## config.mk

```make
export PLATFORM = sky130hd
export DESIGN_NAME = radix4_op_dispatcher
export DESIGN_NICKNAME = d
export VERILOG_FILES = /design/src/rtl/radix4_op_dispatcher_pkg.sv /design/src/rtl/radix4_op_dispatcher_op_fifo.sv /design/src/rtl/radix4_op_dispatcher.sv
export SDC_FILE = /design/constraint.sdc
export NUM_CORES = 1
export LEC_CHECK = 0
export BUFFER_PORTS_ARGS = -buffer_cell sky130_fd_sc_hd__buf_4
export CORE_MARGIN = 5
export CORE_UTILIZATION = 60
export CTS_CLUSTER_DIAMETER = 120
export DETAILED_ROUTE_END_ITERATION = 12
export PLACE_DENSITY = 0.9
export SYNTH_ARGS = -nofsm -noshare
export SYNTH_HDL_FRONTEND = slang
export SYNTH_SLANG_ARGS = --single-unit
```

## constraint.sdc

```tcl
create_clock -name clk -period 5.25 [get_ports clk]
set_input_delay 1.05 -clock clk [delete_from_list [all_inputs] [get_ports clk]]
set_output_delay 1.05 -clock clk [all_outputs]
set_load 0.02 [all_outputs]
```

## src/rtl/radix4_op_dispatcher_pkg.sv

```systemverilog
// Shared definitions for the radix-4 operand dispatcher.
// Holds the default multiplier latency, the operand/product/tag widths and the
// dispatcher FSM state encoding.
package radix4_op_dispatcher_pkg;

    localparam int MUL_LAT_DEF = 4;
    localparam int OP_W        = 4;
    localparam int PROD_W      = 8;
    localparam int TAG_W       = 2;
    localparam int PAIR_W      = 2 * OP_W;

    typedef enum logic [1:0] {
        ST_IDLE  = 2'd0,
        ST_ISSUE = 2'd1,
        ST_WAIT  = 2'd2
    } state_e;

endpackage

```

## src/rtl/radix4_op_dispatcher_op_fifo.sv

```systemverilog
// op_fifo: synchronous operand FIFO holding {a,b} pairs.
// Ports:
//   clk, rst        clock, synchronous active-high reset
//   push_i, wdata_i write request and data (ignored while full)
//   pop_i           read request (ignored while empty)
//   rdata_o         head entry
//   empty_o, full_o occupancy flags derived from the count register
module op_fifo #(
    parameter int DEPTH = 4,
    parameter int WIDTH = 8
) (
    input  logic             clk,
    input  logic             rst,
    input  logic             push_i,
    input  logic [WIDTH-1:0] wdata_i,
    input  logic             pop_i,
    output logic [WIDTH-1:0] rdata_o,
    output logic             empty_o,
    output logic             full_o
);

    localparam int PTR_W = $clog2(DEPTH);
    localparam int CNT_W = PTR_W + 1;

    logic [WIDTH-1:0] mem_q [DEPTH];
    logic [PTR_W-1:0] wr_ptr_q;
    logic [PTR_W-1:0] rd_ptr_q;
    logic [CNT_W-1:0] count_q;
    logic             push_ok;
    logic             pop_ok;

    assign full_o  = (count_q == CNT_W'(DEPTH));
    assign empty_o = (count_q == '0);
    assign push_ok = push_i && !full_o;
    assign pop_ok  = pop_i && !empty_o;
    assign rdata_o = mem_q[rd_ptr_q];

    always_ff @(posedge clk) begin
        if (push_ok) begin
            mem_q[wr_ptr_q] <= wdata_i;
        end
    end

    // Pointers wrap naturally because DEPTH is a power of two.
    always_ff @(posedge clk) begin
        if (rst) begin
            wr_ptr_q <= '0;
            rd_ptr_q <= '0;
            count_q  <= '0;
        end else begin
            if (push_ok) wr_ptr_q <= wr_ptr_q + 1'b1;
            if (pop_ok)  rd_ptr_q <= rd_ptr_q + 1'b1;
            case ({push_ok, pop_ok})
                2'b10:   count_q <= count_q + 1'b1;
                2'b01:   count_q <= count_q - 1'b1;
                default: count_q <= count_q;
            endcase
        end
    end

endmodule

```

## src/rtl/radix4_op_dispatcher.sv

```systemverilog
// radix4_op_dispatcher: buffers operand pairs, issues them one at a time to an
// external fixed-latency radix-4 multiplier and holds each product in an
// output register until the downstream accepts it.
// Ports:
//   clk, rst                     clock, synchronous active-high reset
//   in_valid/in_ready/in_a/in_b  operand input handshake
//   mul_start/mul_a/mul_b        multiplier launch (registered operands)
//   mul_result/mul_done          multiplier product and done level
//   out_valid/out_ready          product output handshake
//   out_product/out_tag          captured product and issue number mod 4
//   err                          sticky: mul_done was low at a capture edge
//
// state    | meaning
// ST_IDLE  | waiting for a queued pair and a free output slot
// ST_ISSUE | mul_start high for one cycle, operands on mul_a/mul_b
// ST_WAIT  | counting MUL_LAT cycles; product captured on the last one
module radix4_op_dispatcher
    import radix4_op_dispatcher_pkg::*;
#(
    parameter int DEPTH   = 4,
    parameter int MUL_LAT = MUL_LAT_DEF
) (
    input  logic              clk,
    input  logic              rst,
    input  logic              in_valid,
    output logic              in_ready,
    input  logic [OP_W-1:0]   in_a,
    input  logic [OP_W-1:0]   in_b,
    output logic              mul_start,
    output logic [OP_W-1:0]   mul_a,
    output logic [OP_W-1:0]   mul_b,
    input  logic [PROD_W-1:0] mul_result,
    input  logic              mul_done,
    output logic              out_valid,
    input  logic              out_ready,
    output logic [PROD_W-1:0] out_product,
    output logic [TAG_W-1:0]  out_tag,
    output logic              err
);

    localparam int CNT_W = $clog2(MUL_LAT + 1);

    state_e              state_q, state_d;
    logic [CNT_W-1:0]    cnt_q;
    logic [OP_W-1:0]     mul_a_q, mul_b_q;
    logic                out_valid_q;
    logic [PROD_W-1:0]   out_product_q;
    logic [TAG_W-1:0]    out_tag_q;
    logic [TAG_W-1:0]    issue_cnt_q;
    logic                err_q;

    logic                fifo_empty, fifo_full;
    logic [PAIR_W-1:0]   fifo_rdata;
    logic                issue_go;
    logic                capture;

    op_fifo #(
        .DEPTH (DEPTH),
        .WIDTH (PAIR_W)
    ) u_op_fifo (
        .clk     (clk),
        .rst     (rst),
        .push_i  (in_valid && in_ready),
        .wdata_i ({in_a, in_b}),
        .pop_i   (issue_go),
        .rdata_o (fifo_rdata),
        .empty_o (fifo_empty),
        .full_o  (fifo_full)
    );

    // The output slot counts as free if it is being drained this very cycle.
    assign issue_go = (state_q == ST_IDLE) && !fifo_empty && (!out_valid_q || out_ready);
    assign capture  = (state_q == ST_WAIT) && (cnt_q == '0);

    always_ff @(posedge clk) begin
        if (rst) state_q <= ST_IDLE;
        else     state_q <= state_d;
    end

    always_comb begin
        state_d = state_q;
        case (state_q)
            ST_IDLE:  if (issue_go) state_d = ST_ISSUE;
            ST_ISSUE: state_d = ST_WAIT;
            ST_WAIT:  if (cnt_q == '0) state_d = ST_IDLE;
            default:  state_d = ST_IDLE;
        endcase
    end

    always_comb begin
        mul_start = 1'b0;
        if (state_q == ST_ISSUE) mul_start = 1'b1;
    end

    // Latency down-counter: loaded in ISSUE so WAIT lasts exactly MUL_LAT cycles.
    always_ff @(posedge clk) begin
        if (rst) begin
            cnt_q         <= '0;
            mul_a_q       <= '0;
            mul_b_q       <= '0;
            out_valid_q   <= 1'b0;
            out_product_q <= '0;
            out_tag_q     <= '0;
            issue_cnt_q   <= '0;
            err_q         <= 1'b0;
        end else begin
            if (issue_go) begin
                mul_a_q <= fifo_rdata[PAIR_W-1:OP_W];
                mul_b_q <= fifo_rdata[OP_W-1:0];
            end

            if (state_q == ST_ISSUE)
                cnt_q <= CNT_W'(MUL_LAT - 1);
            else if ((state_q == ST_WAIT) && (cnt_q != '0))
                cnt_q <= cnt_q - 1'b1;

            // The slot is always empty during WAIT, so capture never collides
            // with a pending product.
            if (capture) begin
                out_valid_q   <= 1'b1;
                out_product_q <= mul_result;
                out_tag_q     <= issue_cnt_q;
                issue_cnt_q   <= issue_cnt_q + 1'b1;
                if (!mul_done) err_q <= 1'b1;
            end else if (out_valid_q && out_ready) begin
                out_valid_q <= 1'b0;
            end
        end
    end

    assign in_ready    = !fifo_full;
    assign mul_a       = mul_a_q;
    assign mul_b       = mul_b_q;
    assign out_valid   = out_valid_q;
    assign out_product = out_product_q;
    assign out_tag     = out_tag_q;
    assign err         = err_q;

endmodule

```

## Word-level counts from Yosys, hierarchy flattened

Memories as Yosys holds them, arrays and structs flattened. A register that Yosys moved wholly into a read port is not among the register bits.
Index checks and enable logic that the tools add are counted.

| cells by class | value |
|---|---|
| add/sub/neg operators | 6 |
| eq/ne operators | 7 |
| mux-type cells | 11 |
| bitwise operators | 1 |
| reductions and logical operators | 22 |

Operators by type and width:

| cell | count |
|---|---|
| $logic_and A1 B1 Y1 | 8 |
| $mux W2 | 4 |
| $add A2 B1 Y2 const B | 3 |
| $logic_not A3 Y1 | 2 |
| $pmux W2 S3 | 1 |
| $pmux W3 S2 | 1 |
| $reduce_bool A2 Y1 | 3 |
| $sub A3 B1 Y3 const B | 2 |
| $mux W1 | 5 |
| $eq A2 B1 Y1 const B | 2 |
| $eq A2 B2 Y1 const B | 2 |
| $reduce_and A2 Y1 | 2 |
| $add A3 B1 Y3 const B | 1 |
| $eq A3 B3 Y1 const B | 1 |
| $logic_not A1 Y1 | 3 |
| $reduce_bool A3 Y1 | 1 |
| $logic_not A2 Y1 | 1 |
| $ne A2 B1 Y1 const B | 1 |
| $ne A2 B2 Y1 const B | 1 |
| $reduce_or A2 Y1 | 1 |
| $logic_or A1 B1 Y1 | 1 |
| $not A1 Y1 | 1 |

| word-level totals | value |
|---|---|
| register bits after elaboration | 26 |
| bits in writable memories | 32 |
| input port bits | 21 |
| logic and storage cells | 59 |
| memories kept | 1 |

Memory list:

| memory | words | bits a word | rd ports | clocked after Yosys merged registers in | write ports | line | text |
|---|---|---|---|---|---|---|---|
| u_op_fifo.mem_q | 4 | 8 | 1 | 1 | 1 | radix4_op_dispatcher_op_fifo.sv:25 | `logic [WIDTH-1:0] mem_q [DEPTH];` |

## Logic depth before layout (Yosys ltp)

Gate-level depths: netlist of run 1.

| depth | value |
|---|---|
| depth in word-level cells | 7 |
| mapped depth | 9 |
| gate-level depth less buffers | 8 |

## Cells and area by module

Synthesis of run 1 repeated with hierarchy kept, for this count alone.

| second synthesis, totals | value |
|---|---|
| cells, all modules | 224 |
| area total of the unflattened synthesis | 2,736.4 um2 |

Modules (own cells, without submodules):

| module | times used | cells an instance | area an instance (um2) | seq. area each (um2) |
|---|---|---|---|---|
| op_fifo | 1 | 96 | 1,635.3 | 1,141.1 |
| radix4_op_dispatcher | 1 | 128 | 1,101.1 | 540.5 |

## Least setup slack after synthesis of run 1

OpenSTA, ideal clock, no wires.

| timing | value |
|---|---|
| path type | input-to-reg |
| from | input out_ready |
| to | register u_op_fifo.count_q[2] |
| setup time | 70 ps |
| arrival | 2,812 ps |
| setup slack | 2,368 ps |
| stages | 9 |
| buffers on the path | 1 |
| cell sequence | nor2b_1 clkbuf_1 nor3_4 ha_1 inv_1 fa_1 xor2_1 or3_1 a21oi_1 |

| on the way | value |
|---|---|
| cells in the longest elaborated chain, start to end | 5 |
| elaborated cells on any way between the ends | 7 |
| those cells by class | eq/ne: 2; mux: 1; reduce/logical: 4 |

RTL lines:

| what | line | text |
|---|---|---|
| start: declaration | radix4_op_dispatcher.sv:35 | `input logic out_ready,` |
| $logic_or A1 B1 Y1 * | radix4_op_dispatcher.sv:72 | `assign issue_go = (state_q == ST_IDLE) && !fifo_empty && (!out_valid_q \|\| out_ready);` |
| $logic_and A1 B1 Y1 * | radix4_op_dispatcher.sv:72 |  |
| $logic_and A1 B1 Y1 * | radix4_op_dispatcher_op_fifo.sv:35 | `assign pop_ok = pop_i && !empty_o;` |
| named net u_op_fifo.pop_ok | radix4_op_dispatcher_op_fifo.sv:30 | `logic pop_ok;` |
| $eq A2 B1 Y1 / $eq A2 B2 Y1 (equally long branches) | radix4_op_dispatcher_op_fifo.sv:53 | `case ({push_ok, pop_ok})` |
| $pmux W3 S2 / $reduce_bool A2 Y1 (equally long branches) | -- |  |
| end signal: assignment | radix4_op_dispatcher_op_fifo.sv:54 | `2'b10: count_q <= count_q + 1'b1;` |
| end signal: assignment | radix4_op_dispatcher_op_fifo.sv:55 | `2'b01: count_q <= count_q - 1'b1;` |
| end signal: assignment | radix4_op_dispatcher_op_fifo.sv:56 | `default: count_q <= count_q;` |
| end: declaration | radix4_op_dispatcher_op_fifo.sv:28 | `logic [CNT_W-1:0] count_q;` |

The timed path passes the listed nets; every way through them passes the cells marked *.
A chain may end at the register's enable or synchronous reset.

## Worst setup path in the final report of run 1

Same ends and word-level chain as after synthesis.

==> results of run 1 <==
[Yosys cell counts (all sizes together), types with 4 or more instances]
cell,count
buf,5
nor2b,5
edfxtp,32
o2bb2ai,8
nand2,25
ha,7
a21oi,20
dfxtp,34
nand2b,9
nor2,8
and3,4
inv,11
clkbuf,8
mux4,8
o21ai,4
[layer usage]
layer,wire [um],up-vias,share of wire,global-route usage
met3,254,15,0.050,0.0644
li1,-,856,-,-
met5,0,-,0,0
met4,132,0,0.026,0.105
met1,2010,815,0.40,0.206
met2,2640,45,0.52,0.308
[sequential cells by signal (all words and copies together) (netlist names)]
signal and flops:
cnt_q 3, err 1, issue_cnt_q 2, mul_a 4, mul_b 4, out_product 8
out_tag 2, out_valid 1, state_q 2, u_op_fifo.count_q 3, u_op_fifo.mem_q 32, u_op_fifo.rd_ptr_q 2
u_op_fifo.wr_ptr_q 2
[kinds of logic (layout without fill, tap and decap cells)]
family / count (synthesis) / after routing
mux: 9 / 9
xor+xnor: 2 / 2
buf+inv: 24 / 69
flops: 66 / 66
compound gates: 40 / 40
simple gates: 67 / 67
fa+ha+maj: 8 / 8
[power by group through the flow]
stage | Combinational, W | Sequential, W | Clock (W)
2_1_floorplan | 0.000367 | 0.000737 | 0
6_report | 0.000524 | 0.000720 | 0.000372
5_1_grt | 0.000584 | 0.000735 | 0.000412
3_3_place_gp | 0.000501 | 0.000726 | 0
3_5_place_dp | 0.000525 | 0.000732 | 0
4_1_cts | 0.000528 | 0.000722 | 0.000383
[stage by stage]
stage / area, sq um / cells / util
floorplan: 2710 / 216 / -
global placement: 3030 / 297 / 0.696
detailed placement: 3030 / 297 / 0.696
CTS: 3210 / 313 / 0.736
global route: 3210 / 313 / 0.736
finish: 3210 / 313 / 0.736
[worst max path at each step]
stage	start	to	slack, ps	depth (start not counted)
after floorplan	out_ready	u_op_fifo.count_q[2]$_SDFFE_PP0P_	2370	9
final	out_ready	u_op_fifo.count_q[2]$_SDFFE_PP0P_	2440	9
after detailed placement	out_ready	u_op_fifo.count_q[2]$_SDFFE_PP0P_	2110	9
after global placement	out_ready	u_op_fifo.count_q[2]$_SDFFE_PP0P_	2270	9
after CTS	out_ready	u_op_fifo.count_q[2]$_SDFFE_PP0P_	2470	9
after global routing	out_ready	u_op_fifo.count_q[2]$_SDFFE_PP0P_	2350	9
[cell type report]
| type | instances | area [sq um] |
|---|---|---|
| Multi-Input combinational cell | 126 | 967 |
| Timing Repair Buffer | 42 | 315 |
| Clock inverter | 7 | 51.3 |
| Sequential cell | 66 | 1640 |
| Tap cell | 52 | 65.1 |
| Clock buffer | 9 | 124 |
| Inverter | 11 | 41.3 |
| Fill cell | 281 | 1150 |
[worst reg2reg max path, cell delays in order (launching register included)]
cell     delay (ps)
dfxtp_1         410
or2_0           420
nor3_4          450
ha_1            280
inv_1            70
fa_1            390
xor2_1          180
or3_1           320
a21oi_1         140
==> run summary, run 1 <==
The area enclosed by the die boundary came out at just under 6000 sq um. For this run, design rule violations remaining after detail routing come to 0. Of the total power, the share spent switching nets is 0.349.

The largest driver fanout on the critical path came out at 9. The maximum cell stage delay along the critical path came out at around 440 ps. The cell family contributing the most delay on the critical path is simple AND/OR/NAND/NOR gates. Before CTS, the worst setup slack after placement is roughly 2100 ps. By area, the combinational part of the netlist is dominated by simple AND/OR/NAND/NOR gates. Between clock sinks in the finished design, the worst skew comes to a little under 6 ps. The worst register-to-register path begins at state_q[1]$_SDFFE_PP0P_. The hold buffer count at CTS is 0.

By area the synthesized netlist is led by edfxtp_1, dfxtp_1, mux4_2. The post-synthesis area per instance came out at ~13 sq um. In this run the power spent charging and discharging nets is 0.000564 W. The required time of the worst setup path came out at 5520 ps.

The hold-critical path depth is 2. The startpoint identified for the worst hold timing path is out_tag[1]$_SDFFE_PP0P_. The number of setup violations in the final report came out at 0. The growth of design area from synthesis to finish is 18.3%.

The path depth of the worst reg2reg path is 8. Across the VDD grid, the largest voltage drop is around 0.24 mV. The violation count after the first detailed-route iteration is ~70. The flow ran to the end, and the final reports show no timing, DRC or antenna violations. The count of buffering cells on the critical path with inverters included came out at 2. Summing every instance area after synthesis gives 2710 sq um. The total vias in the final route is between 1500 and 2000. The clock latency on the worst-skew pair came out at between 300 and 400 ps.

The number of antenna violations at the first check in global routing was 0. The predominant post-synthesis flop cell is dfxtp_1. Synthesis handed over a netlist of 216 instances.

The overall power after layout came out at ~0.0016 W. Once the clock tree was built, the setup fixing pass inserted 0 buffers. The detailed-routing iteration count for the pre-antenna-repair pass came out at 4. The minimum setup slack in the final design is roughly 2400 ps. The tree is rooted in a clkbuf_8. The floorplan has 24 rows. For hold timing, the worst endpoint is out_tag[1]$_SDFFE_PP0P_.

In the layout the commonest cells are buf_4, dfxtp_1, edfxtp_1. The total count of hold-check failures in the final report came out at 0. The most common cell after layout, fill and taps aside is buf_4. The tightest min-delay check is of the reg -> reg type.

Entering global routing, the biggest net connects 36 pins. The top-area cell type share of the netlist area came out at 0.355. The worst-case headroom to the max-slew limit came out at 0.556. At the pin with the least slew margin, the transition time is roughly 660 ps. The die span in y is between 70 and 80 um.

The antenna cell count came out at 0. STA puts the critical path data arrival time at roughly 3100 ps. The deepest clock path buffer count is 2.

The total wire length came out at 5030 um. The wire length per cell after detailed routing came out at ~16 um. Setup repair after global routing left no endpoint under its margin.

The xor-xnor portion of the synthesized cell area came out at 0.00647. The fraction of synthesized area in multiplexers is 0.0707. Static timing analysis puts the maximum clock frequency at approximately 0.36 GHz. Counting I/O delays and the setup requirement, the final critical path takes about 2800 ps.

The via count of the first global-routing pass came to approximately 1800. The first-pass GRT wire length is 8540 um. At the end of routability-driven placement, the weighted congestion stood at 0.813. STA classifies the critical path endpoint as a flip-flop. The number of buffers created by CTS is 9. In this run, post-CTS repair resized a total of 0 instances. The reg-to-reg setup timing slack came out at approximately 2500 ps. Of the total power, the clock network draws 0.230. For this configuration, the core starts out at a cell density of 0.622.

The share of the clock period used by the worst path came out at 0.535. The fraction of registers with async set/reset is 0. TritonCTS built the clock tree.

The final net count came out at between 200 and 300. The clock transition at the registers of the reported paths is roughly 70 ps. The half-perimeter wire length after detailed placement is 3520 um. The critical path is of the in -> reg type. The core box area came out at 4350 sq um.

Of the total synthesized cell area, the portion taken by AND, OR, NAND and NOR gates is 0.146. Measured along the x axis, the die boundary spans just under 80 um. Input and output buffers added on the ports amount to 42.

The slowest stage of the critical path is the nor3_4 cell. The endpoint identified for the worst register-to-register timing path is u_op_fifo.count_q[2]$_SDFFE_PP0P_. In the routed layout, each cell is associated on average with a via count of about 5.5. Counting every net in the synthesized netlist gives ~250. The part of the power in registers came out at 0.445. The most area-hungry cell type in the Yosys netlist is edfxtp_1. The clock net in this run drives a total of between 60 and 70 sinks.

The internal portion of the total power is 0.00105 W. For this design the static power due to leakage is ~1.2 nW. The remaining antenna violation count is 0. CTS built an H-tree with a depth of 3. Final hold analysis gives a worst-case slack of about 460 ps. The share of the Yosys chip area taken by registers is 0.606. The setup total negative slack is 0 ps. The fraction of layout cells with a size suffix above 1 is 0.284. Across the run, the number of max-cap violations was 0.

The share of synthesized cell area in full adder, half adder and majority cells came out at 0.0397. The total grt overflow came out at 0. STA classifies the critical path startpoint as a primary input. The post-synthesis compound-gate area fraction came out at 0.0942.

Counting flops with a built-in enable in the synthesized netlist gives 32. The register bit count reported by yosys is 66. During synthesis, Yosys emitted a total of 0 warnings. The total count of max-transition violations in the final report is 0. The total global-route track usage is 0.186. The top-level port count is 43. The number of distinct library cells after synthesis is 42. The cell area power density came out at 504 nW/um^2. The share of power burned in combinational logic came out at 0.324. The critical path goes through buf_4, nor2b_1, nor3_4, ha_1, inv_1, fa_1, xor2_1, or3_1, a21oi_1.
Note: power is estimated with default switching activity, not from simulation.
==> inputs of run 2 (changes only) <==
--- a/config.mk
+++ b/config.mk
@@ -5,12 +5,13 @@
 export SDC_FILE = /design/constraint.sdc
 export NUM_CORES = 1
 export LEC_CHECK = 0
+export ABC_AREA = 1
 export BUFFER_PORTS_ARGS = -buffer_cell sky130_fd_sc_hd__buf_4
 export CORE_MARGIN = 5
-export CORE_UTILIZATION = 60
+export CORE_UTILIZATION = 56
 export CTS_CLUSTER_DIAMETER = 120
 export DETAILED_ROUTE_END_ITERATION = 12
-export PLACE_DENSITY = 0.9
+export PLACE_DENSITY = 0.85
 export SYNTH_ARGS = -nofsm -noshare
 export SYNTH_HDL_FRONTEND = slang
 export SYNTH_SLANG_ARGS = --single-unit
==> constraint.sdc (replaced) <==
create_clock -name clk -period 2.7 [get_ports clk]
set_input_delay 0.54 -clock clk [delete_from_list [all_inputs] [get_ports clk]]
set_output_delay 0.54 -clock clk [all_outputs]
set_load 0.02 [all_outputs]
==> run summary, run 2 <==
Unrepaired setup endpoints after global routing: no (unchanged). Most frequent cells after synthesis: nand2_1, inv_1, nor2_1, dfxtp_1, edfxtp_1 (was dfxtp_1, edfxtp_1, nand2_1, a21oi_1, inv_1). The hold-critical path depth came to 1 (was 2). The class of the most critical setup path is reg -> reg (was in -> reg). The largest driver fanout on the critical path is 19 (was 9).

The data arrival time of the worst path is 2330 ps (was 3080 ps). The hold buffer count at CTS is 0 (unchanged). The routed via count divided by cell count came out at 4.68 (was 5.53). The core box area is 5040 sq um (was 4350 sq um). The endpoint of the worst setup timing path is u_op_fifo.count_q[2]$_SDFFE_PP0P_ (unchanged). The number of instances in the placed design is 440 (was 297). The most common cell after layout, fill and taps aside is nand2_1 (was buf_4). The die width came to 81.8 um (was 77.2 um). The total clock sinks came to 66 (unchanged). The total wire length is 5540 um (was 5030 um).

The die span in y came out at 81.8 um (was 77.2 um). The number of distinct library cells after synthesis came to 23 (was 42). The register bit count reported by yosys is 66 (unchanged).

The post-synthesis area per instance is 8.54 sq um (was 12.5 sq um). The fraction of registers with async set/reset is 0 (unchanged). The total grt overflow is 0 (unchanged). The required time of the worst setup path is 2930 ps (was 5520 ps). The peak supply drop came out at 0.540 mV (was 0.243 mV). The most flop-heavy register is u_op_fifo.mem_q (unchanged).

The most area-hungry cell type in the Yosys netlist was edfxtp_1 (unchanged). The final standard cell area without fillers came out at 3410 sq um (was 3210 sq um). The total count of max-transition violations in the final report is 0 (unchanged). The final standard cell count with taps included and fillers excluded came to 456 (was 313). The number of gates resized after cts came out at 0 (unchanged). The kind of path behind the tightest hold check is in -> reg (was reg -> reg). The top-area cell type share of the netlist area is 0.333 (was 0.355).

The minimum clock period came out at about 2100 ps. The number of setup violations in the final report is 0 (unchanged). The worst-case headroom to the max-slew limit is 0.425 (was 0.556).

The half-perimeter wire length after detailed placement came out at 3830 um (was 3520 um). The count of flip-flops with a built-in enable after synthesis came to 32 (unchanged). The endpoint of the worst register-to-register path was u_op_fifo.count_q[2]$_SDFFE_PP0P_ (unchanged). The clock latency on the worst-skew pair came to 330 ps (was 340 ps). The reg-to-reg setup timing slack came out at 600 ps (was 2530 ps). The via count of the first global-routing pass is 2080 (was 1795). The cell area power density is 1020 nW/um^2 (was 504 nW/um^2). The deepest clock path buffer count is 2 (unchanged). Based on the critical path, the design can be clocked at up to about 0.48 GHz.

The kind of start point of the critical path is a flip-flop (was primary input). The type of element capturing the critical path was a flip-flop (unchanged). The antenna cell count is 0 (unchanged). The first-pass GRT wire length was 9130 um (was 8540 um). The total global-route track usage is 0.184 (was 0.186).

The most frequently used cell type in the post-synthesis netlist is nand2_1 (was dfxtp_1). The setup total negative slack is 0 ps (unchanged). Of the available clock period, the critical path in the final layout requires 0.778. The fill cell total of the finished layout came out at 401 (was 281). The overall power after layout came to 0.00348 W (was 0.00162 W).

The violation count after the first detailed-route iteration came out at 133 (was 71). Highest-count cells in the layout ignoring fill and taps: nand2_1, inv_1, nor2_1 (was buf_4, dfxtp_1, edfxtp_1). The fraction of layout cells with a size suffix above 1 is 0.166 (was 0.284). The number of warnings printed during yosys synthesis is 0 (unchanged). The number of buffers created by CTS is 9 (unchanged).

The total leakage power is 1.63 nW (was 1.19 nW). The total count of hold-check failures in the final report came out at 0 (unchanged). The wire length per cell after detailed routing is 12.1 um (was 16.1 um). The placer congestion estimate is 0.740 (was 0.813). The area enclosed by the die boundary is 6690 sq um (was 5960 sq um). The flip-flop count of the largest register, all copies and words added is 32 (unchanged). The launch point of the worst reg-to-reg path is u_op_fifo.count_q[2]$_SDFFE_PP0P_ (was state_q[1]$_SDFFE_PP0P_). The growth of design area from synthesis to finish came out at 18.1% (was 18.3%). The detailed-routing iteration count for the pre-antenna-repair pass is 4 (unchanged). The synthesized netlist net count is 367 (was 245).

The count of buffers added by post-CTS timing repair for setup came to 0 (unchanged). The worst-case clock skew is 9.16 ps (was 5.89 ps). The initial core utilization is 0.573 (was 0.622). The instance area after placement came out at 3210 sq um (was 3030 sq um). The source of the critical timing path is u_op_fifo.count_q[2]$_SDFFE_PP0P_ (was out_ready). The remaining antenna violation count came to 0 (unchanged).

The count of mapped cells out of synthesis came out at 338 (was 216). The remaining design rule violation count came out at 0 (unchanged). The number of maximum-capacitance violations came to 0 (unchanged).

The predominant post-synthesis flop cell was dfxtp_1 (unchanged). The count of buffers from port buffering was 42 (unchanged). The top-level port count is 43 (unchanged).

Dominant cells by area after synthesis: edfxtp_1, dfxtp_1, nand2_1 (was edfxtp_1, dfxtp_1, mux4_2). The number of antenna violations at the first check in global routing is 0 (unchanged). The root cell of the clock tree was clkbuf_8 (unchanged). The clock transition at the registers of the reported paths came out at 70 ps (about the same). The maximum number of pins on one net before global-route repair came out at 30 (was 36). The maximum level of the CTS H-tree came out at 3 (unchanged). The CTS tree is built (unchanged).

The total vias in the final route is 2136 (was 1731). The total standard cell area after synthesis came out at 2890 sq um (was 2710 sq um). The slew of the pin with the lowest slew margin is 859 ps (was 664 ps).

The final net count is 410 (was 285). Run status: finished, final reports clean (unchanged). The share of the yosys chip area belonging to registers is 0.568 (was 0.606).

The standard-cell row count came out at 26 (was 24). The path depth of the worst reg2reg path is 12 (was 8).
==> run 2: layer usage <==
layer  up-vias  track usage  routed length, um
li1       1118            -                  -
met1       952        0.203               2330
met2        56        0.318               2720
met3        10       0.0537                370
met4         0       0.0980                116
met5         -            0                  0
==> run 2: final cells by class <==
cell class                 instances  area, sq um  share of cell area
multi-input combinational        196          913               0.268
tap                               70         87.6              0.0257
clock buffer                      15          199              0.0583
sequential                        66         1640               0.481
inverter                          66          248              0.0727
timing repair buffer              42          315              0.0925
clock inverter                     1         5.00             0.00147
==> run 2: stage by stage <==
step / utilization / hold WS, ps / setup slack (ps)
4_1_cts: 0.676 / 385 / 608
5_1_grt: 0.676 / 386 / 432
3_5_place_dp: 0.636 / 464 / 362
2_1_floorplan: - / 450 / 684
6_report: 0.676 / 401 / 600
3_3_place_gp: 0.636 / 451 / 425
==> run 2: how the worst min path moves through the flow <==
stage / slack, ps / startpoint / to
floorplan: 450 / cnt_q[1]$_SDFFE_PP0P_ / cnt_q[1]$_SDFFE_PP0P_
global placement: 450 / err$_SDFFE_PP0P_ / err$_SDFFE_PP0P_
detailed placement: 460 / out_tag[0]$_SDFFE_PP0P_ / out_tag[0]$_SDFFE_PP0P_
CTS: 390 / in_b[2] / u_op_fifo.mem_q[2][2]$_DFFE_PP_
global route: 390 / in_b[2] / u_op_fifo.mem_q[2][2]$_DFFE_PP_
finish: 400 / in_b[2] / u_op_fifo.mem_q[0][2]$_DFFE_PP_
==> run 2: power breakdown <==
group          total (W)  switching (W)  internal, W
combinational    0.00125       0.000796     0.000450
clock           0.000822       0.000352     0.000471
sequential       0.00141       0.000159      0.00125
total            0.00348        0.00131      0.00217
==> run 2: logic make-up after synthesis <==
family | Yosys count | share of synthesized area
adder cells (fa/ha/maj) | 8 | 0.0373
XOR/XNOR | 2 | 0.00607
AND/OR/NAND/NOR | 163 | 0.232
flip-flops | 66 | 0.568
buffers and inverters | 76 | 0.115
AO/OA/AOI/OAI | 23 | 0.0407
==> run 2: worst max-delay path, cell delays in order, from the launching register on <==
cell and delay, ps:
dfxtp_1 350, inv_1 80, nand2_2 120, nand3_4 200
inv_1 140, ha_1 150, inv_1 60, fa_1 370
or2_2 320, nand3_1 70, nand2_1 50, inv_1 50
nor2_1 30
